## src/rtl/timer_ctrl.sv

```systemverilog
// Memory-mapped millisecond timer: counts ticks against COMPARE, raises a level irq.
// Latency: bus access completes one cycle after the strobe; irq follows the registered PEND/IE bits directly.
// Backpressure: none; every access completes in exactly one cycle and is never stalled.
//
// Optional feature macro: TIMER_CTRL_PRESCALE_EN (adds the PRESCALE register and tick divider).
//
// Ports:
//   clk        system clock, rising edge
//   rst        asynchronous reset, active-high
//   tick_in    one-cycle pulse per millisecond from ms_counter
//   bus_addr   register word index (0 CTRL, 1 COUNT, 2 COMPARE, 3 STATUS, 4 PRESCALE, 5-7 reserved)
//   bus_wdata  write data
//   bus_we     write strobe, one cycle
//   bus_re     read strobe, one cycle
//   bus_rdata  registered read data, valid while bus_ready is high
//   bus_ready  one-cycle access-complete pulse
//   irq        level interrupt, STATUS.PEND & CTRL.IE
module timer_ctrl #(
    parameter int CNT_W  = 32,
    parameter int DATA_W = 32
) (
    input  logic              clk,
    input  logic              rst,
    input  logic              tick_in,
    input  logic [2:0]        bus_addr,
    input  logic [DATA_W-1:0] bus_wdata,
    input  logic              bus_we,
    input  logic              bus_re,
    output logic [DATA_W-1:0] bus_rdata,
    output logic              bus_ready,
    output logic              irq
);

    typedef enum logic [1:0] {
        ST_STOPPED = 2'd0,
        ST_RUNNING = 2'd1,
        ST_FIRED   = 2'd2
    } state_t;

    localparam logic [2:0] A_CTRL     = 3'd0;
    localparam logic [2:0] A_COUNT    = 3'd1;
    localparam logic [2:0] A_COMPARE  = 3'd2;
    localparam logic [2:0] A_STATUS   = 3'd3;
    localparam logic [2:0] A_PRESCALE = 3'd4;

    state_t              state_q,   state_d;
    logic                en_q,      en_d;
    logic                mode_q,    mode_d;
    logic                ie_q,      ie_d;
    logic [CNT_W-1:0]    count_q,   count_d;
    logic [CNT_W-1:0]    compare_q, compare_d;
    logic                pend_q,    pend_d;
    logic                ovf_q,     ovf_d;
    logic [DATA_W-1:0]   rdata_q,   rdata_d;
    logic                ready_q,   ready_d;

    logic                wr_ctrl, wr_count, wr_compare, wr_status;
    logic                counted_tick;
    logic                do_count;
    logic                match;
    logic [CNT_W-1:0]    count_inc;
    logic [DATA_W-1:0]   rd_val;

    // Only the low bits of the write bus are decoded for most registers.
    logic                unused_wdata;
    assign unused_wdata = ^bus_wdata;

    assign wr_ctrl    = bus_we && (bus_addr == A_CTRL);
    assign wr_count   = bus_we && (bus_addr == A_COUNT);
    assign wr_compare = bus_we && (bus_addr == A_COMPARE);
    assign wr_status  = bus_we && (bus_addr == A_STATUS);

`ifdef TIMER_CTRL_PRESCALE_EN
    logic [15:0]         prescale_q, prescale_d;
    logic [15:0]         div_q,      div_d;
    logic                wr_prescale;
    logic                start_run;

    assign wr_prescale = bus_we && (bus_addr == A_PRESCALE);
    // Any entry into RUNNING restarts the divider so the first period is full length.
    assign start_run   = wr_ctrl && bus_wdata[0] && (state_q != ST_RUNNING);
    // Counted tick on the (PRESCALE+1)-th raw tick.
    assign counted_tick = tick_in && (div_q == prescale_q);

    always_comb begin
        prescale_d = prescale_q;
        div_d      = div_q;
        if (tick_in && (state_q == ST_RUNNING)) begin
            div_d = (div_q == prescale_q) ? 16'd0 : div_q + 16'd1;
        end
        if (start_run || wr_prescale) begin
            div_d = 16'd0;
        end
        if (wr_prescale) begin
            prescale_d = bus_wdata[15:0];
        end
    end

    always_ff @(posedge clk or posedge rst) begin
        if (rst) begin
            prescale_q <= 16'd0;
            div_q      <= 16'd0;
        end else begin
            prescale_q <= prescale_d;
            div_q      <= div_d;
        end
    end
`else
    assign counted_tick = tick_in;
`endif

    assign do_count  = counted_tick && (state_q == ST_RUNNING);
    assign count_inc = count_q + 1'b1;
    // COMPARE of zero disables matching; the counter then free-runs and wraps.
    assign match     = (compare_q != '0) && (count_inc == compare_q);

    // Read mux sees pre-write register values, so a combined read/write returns old data.
    always_comb begin
        rd_val = '0;
        case (bus_addr)
            A_CTRL:    rd_val[2:0]       = {ie_q, mode_q, en_q};
            A_COUNT:   rd_val[CNT_W-1:0] = count_q;
            A_COMPARE: rd_val[CNT_W-1:0] = compare_q;
            A_STATUS:  rd_val[1:0]       = {ovf_q, pend_q};
`ifdef TIMER_CTRL_PRESCALE_EN
            A_PRESCALE: rd_val[15:0]     = prescale_q;
`endif
            default:   rd_val            = '0;
        endcase
    end

    always_comb begin
        state_d   = state_q;
        en_d      = en_q;
        mode_d    = mode_q;
        ie_d      = ie_q;
        count_d   = count_q;
        compare_d = compare_q;
        pend_d    = pend_q;
        ovf_d     = ovf_q;
        rdata_d   = bus_re ? rd_val : '0;
        ready_d   = bus_we || bus_re;

        // W1C first so that a hardware set on the same edge takes precedence.
        if (wr_status) begin
            pend_d = pend_q & ~bus_wdata[0];
            ovf_d  = ovf_q  & ~bus_wdata[1];
        end

        // Match is evaluated against the old COMPARE even if COMPARE is written now.
        if (do_count) begin
            if (match) begin
                pend_d = 1'b1;
                if (mode_q) begin
                    count_d = '0;
                end else begin
                    count_d = compare_q;
                    en_d    = 1'b0;
                    state_d = ST_FIRED;
                end
            end else begin
                count_d = count_inc;
                if (count_q == '1) begin
                    ovf_d = 1'b1;
                end
            end
        end

        // Software COUNT write overrides any tick on the same edge.
        if (wr_count) begin
            count_d = bus_wdata[CNT_W-1:0];
        end

        if (wr_compare) begin
            compare_d = bus_wdata[CNT_W-1:0];
        end

        // A CTRL write decides the next state even if a one-shot match lands on the
        // same edge; software intent is honoured over the hardware EN clear.
        if (wr_ctrl) begin
            en_d   = bus_wdata[0];
            mode_d = bus_wdata[1];
            ie_d   = bus_wdata[2];
            if (bus_wdata[0]) begin
                state_d = ST_RUNNING;
                if (state_q == ST_FIRED) begin
                    count_d = '0;
                end
            end else begin
                state_d = ST_STOPPED;
            end
        end
    end

    always_ff @(posedge clk or posedge rst) begin
        if (rst) begin
            state_q   <= ST_STOPPED;
            en_q      <= 1'b0;
            mode_q    <= 1'b0;
            ie_q      <= 1'b0;
            count_q   <= '0;
            compare_q <= '0;
            pend_q    <= 1'b0;
            ovf_q     <= 1'b0;
            rdata_q   <= '0;
            ready_q   <= 1'b0;
        end else begin
            state_q   <= state_d;
            en_q      <= en_d;
            mode_q    <= mode_d;
            ie_q      <= ie_d;
            count_q   <= count_d;
            compare_q <= compare_d;
            pend_q    <= pend_d;
            ovf_q     <= ovf_d;
            rdata_q   <= rdata_d;
            ready_q   <= ready_d;
        end
    end

    assign bus_rdata = rdata_q;
    assign bus_ready = ready_q;
    assign irq       = pend_q & ie_q;

endmodule
```

## config.mk

```make
export PLATFORM = sky130hd
export DESIGN_NAME = timer_ctrl
export DESIGN_NICKNAME = d
export VERILOG_FILES = /design/src/rtl/timer_ctrl.sv
export SDC_FILE = /design/constraint.sdc
export NUM_CORES = 1
export LEC_CHECK = 0
export CAP_MARGIN = 20
export CORE_MARGIN = 2
export CORE_UTILIZATION = 25
export DETAILED_ROUTE_END_ITERATION = 8
export PLACE_DENSITY = 0.39
export SYNTH_ARGS = -nofsm -noshare
export SYNTH_HDL_FRONTEND = slang
export SYNTH_SLANG_ARGS = --single-unit
```

## constraint.sdc

```tcl
create_clock -name clk -period 3.3 [get_ports clk]
set_input_delay 0.495 -clock clk [delete_from_list [all_inputs] [get_ports clk]]
set_output_delay 0.495 -clock clk [all_outputs]
set_load 0.01 [all_outputs]
```

==> flow_metrics.env <==
export IMPL_fillCellCount=2886
export IMPL_yosysTopAreaCell="dfrtp_1"
export IMPL_antenna_left=0
export IMPL_routabilityCongestion=0.914
export IMPL_routed_wl_mm=29.8
export IMPL_crit_path_start="count_q[3]"
export IMPL_ys_ff_latch=103
export IMPL_vias_per_cell=5.15
export IMPL_coreArea_um2=27900
export IMPL_drive_gt1_frac=0.253
export IMPL_clock_path_buffers=2
export IMPL_async_reset_ff_frac=1.00
export IMPL_dp_cells=1311
export IMPL_ys_seq_area_frac=0.363
export IMPL_power_frac_comb=0.435
export IMPL_setup_viol=0
export IMPL_critPathKind="reg2reg"
export IMPL_worstPathRequired_ns=3.53
export IMPL_status="complete, no violations"
export IMPL_diodes=0
export IMPL_dp_hpwl_mm=22.0
export IMPL_antenna_found_initial=0
export IMPL_htree_levels=3
export IMPL_drc_errors=0
export IMPL_cts_sinks=103
export IMPL_cp_max_fo=6
export IMPL_startpoint_type="register"
export IMPL_clockPowerShare=0.221
export IMPL_finish_utilization=0.350
export IMPL_synth_edff_count=0
export IMPL_synth_area_per_cell_um2=8.81
export IMPL_dr_total_vias=6927
export IMPL_syn_to_final_growth_pct=37.1
export IMPL_grt_usage=0.202
export IMPL_vdd_drop_max_mv=0.236
export IMPL_synthTopCellsByArea="dfrtp_1 36%, mux2_2 4.3%, a22oi_1 3.6%"
export IMPL_drtIter0Drc=548
export IMPL_p_sw_frac=0.395
export IMPL_fmax_mhz=307
export IMPL_die_area_um2=29800
export IMPL_maxCapViolCount=0
export IMPL_hold_violations=0
export IMPL_die_h_um=173
export IMPL_r2r_start="count_q[3]"
export IMPL_end_kind="register"
export IMPL_r2r_worst_path_cells=13
export IMPL_final_cells=1344
export IMPL_p_int_mw=3.13
export IMPL_wl_per_cell_um=22.2
export IMPL_skew_ns=0.0134
export IMPL_post_dp_cell_area_um2=9000
export IMPL_slew_violations=0
export IMPL_pwr_density_cell_nw_per_um2=531
export IMPL_tritoncts="yes"
export IMPL_io_pin_count=74
export IMPL_max_slew_worst_pin_slew_ns=0.718
export IMPL_syn_nets=847
export IMPL_r2r_slack_ns=0.05
export IMPL_regArea_um2=2580
export IMPL_synth_top_area_frac=0.363
export IMPL_final_period_utilization=0.986
export IMPL_syn_cell_area_um2=7100
export IMPL_post_route_min_period_ns=3.25
export IMPL_power_frac_seq=0.344
export IMPL_grt_pass1_wl_mm=45.8
export IMPL_first_global_vias=7152
export IMPL_ys_types=80
export IMPL_endpoint="count_q[14]"
export IMPL_r2r_end="count_q[14]"
export IMPL_overflow=0
export IMPL_cts_buffers=9
export IMPL_rows=61
export IMPL_grt_max_degree=52
export IMPL_clock_latency_ns=0.37
export IMPL_hold_path_class="in2async"
export IMPL_fin_hold_ws_ns=0.444
export IMPL_first_pass_iters=5
export IMPL_multi_input_area_um2=4400
export IMPL_clk_pin_slew_ns=0.08
export IMPL_leakage_nw=3.90
export IMPL_nNetsFinal=1002
export IMPL_chipWidth_um=173
export IMPL_cp_arrival_ns=3.49
export IMPL_maxSlewHeadroom=0.521
export IMPL_cts_root_buf="clkbuf_16"
export IMPL_p_sw_mw=2.04
export IMPL_rsz0062_at_grt="yes"
export IMPL_ys_flop_type="dfrtp_1"
export IMPL_portBuffers=73
export IMPL_syn_inst=806
export IMPL_final_area_um2=9740
export IMPL_start_util=0.255
export IMPL_ys_warn_count=0
-- repair_timing --
| item | 4_1_cts | 5_1_grt |
|---|---|---|
| setup buffers | 13 | 3 |
| gates resized for setup | 25 | 32 |
| hold endpoints to repair | 0 | 0 |
| hold buffers | 0 | 0 |
| endpoints found under the setup margin | 35 | 34 |
| cloned | 1 | 0 |
| pin swaps | 10 | 11 |
-- worst min path at each step --
stage | startpoint | end | slack (ns) | depth (start not counted)
after CTS | rst | state_q[0] | 0.45 | 2
final | rst | bus_rdata[11] | 0.44 | 2
after global placement | ovf_q | ovf_q | 0.48 | 2
after global routing | rst | compare_q[13] | 0.48 | 2
after detailed placement | ovf_q | ovf_q | 0.49 | 2
after floorplan | ovf_q | ovf_q | 0.44 | 2
-- cell usage after synthesis, types with 3 or more instances --
cell and instances:
dfrtp_1 103, nand2_1 68, clkbuf_1 55, o21ai_0 48
nor2b_1 39, nor2_1 37, a22oi_1 34, mux2_2 27
nand3_1 25, nor3_1 25, a21oi_1 24, xnor2_1 24
nand4_1 21, inv_1 20, mux2i_1 19, xor2_1 19
nor4_1 16, a31oi_1 15, buf_2 14, and2_1 12
o21ai_1 11, or3_1 11, a21o_1 9, o211ai_1 8
and3_1 7, and4_1 7, nor3b_1 7, o311a_1 6
or4b_1 6, a32oi_1 5, nand2b_1 5, o31a_1 5
nor4_2 4, a211oi_1 3, buf_1 3, nand3b_1 3
nor4b_1 3, o211a_1 3, or4_1 3
-- power groups by stage --
stage	clock, mW	combinational (mW)	sequential (mW)
after floorplan	0	1.26	1.64
final	1.14	2.25	1.78
after global routing	1.22	2.45	1.81
after global placement	0	2.03	1.79
after CTS	1.19	2.15	1.78
after detailed placement	0	2.01	1.79
-- registers in the layout, summed over array words and instances, names as in the netlist, 2 cells and up --
register / count
bus_rdata: 32
count_q: 32
state_q: 2
compare_q: 32
-- kinds of logic (layout without fill, tap and decap cells) --
kind of cell | Yosys count | in the layout | share of synthesized area
buffers and inverters | 96 | 255 | 0.0555
muxes | 49 | 49 | 0.0775
and+or+nand+nor | 316 | 317 | 0.258
adders and majority gates | 1 | 1 | 0.00176
DFF | 103 | 103 | 0.363
xor gates and xnor gates | 45 | 45 | 0.0594
AOI/OAI and AO/OA | 196 | 196 | 0.185
-- routing by layer --
layer  vias to the layer above  global-route usage  routed length, µm
met5                         -                   0                  0
met4                         0              0.0719                733
met3                        32              0.0292               1150
met2                       169               0.313              13400
met1                      3453               0.285              14500
li1                       3273                   -                  -
-- critical path, cell delays in order (launching register included) --
cell and delay, ns:
dfrtp_1 0.41, nand4_4 0.18, buf_4 0.18, or4_4 0.54, buf_4 0.16, or4_1 0.46
o2111a_1 0.25, nand4_1 0.10, nor4_2 0.05, buf_4 0.17, nand3_4 0.18, buf_6 0.16
mux2i_1 0.18, o211ai_1 0.09
-- stage by stage --
step	setup TNS (ns)	total power [mW]	worst slack, ns
after detailed placement	-6.65	3.80	-0.322
after floorplan	0	2.90	0.101
final	0	5.17	0.0474
after global routing	-2.50	5.48	-0.157
after CTS	0	5.12	0.00719
after global placement	-6.39	3.82	-0.312
-- final cells by class --
class | instances | area share
clock inverter | 5 | 0.00591
inverter | 20 | 0.00797
sequential | 103 | 0.265
clock buffer | 11 | 0.0249
tap | 378 | 0.0486
multi-input combinational | 608 | 0.452
timing repair buffer | 219 | 0.196
-- placed cells by master, fill, tap and decap left out, types with 23 or more instances in the layout --
cell / n
buf_4: 132
dfrtp_1: 101
clkdlybuf4s50_1: 73
nand2_1: 67
o21ai_0: 47
nor2b_1: 39
nor2_1: 36
a22oi_1: 34
mux2_2: 26
nand3_1: 24
a21oi_1: 23
nor3_1: 23
No activity file was read; power rests on OpenSTA's default activity.
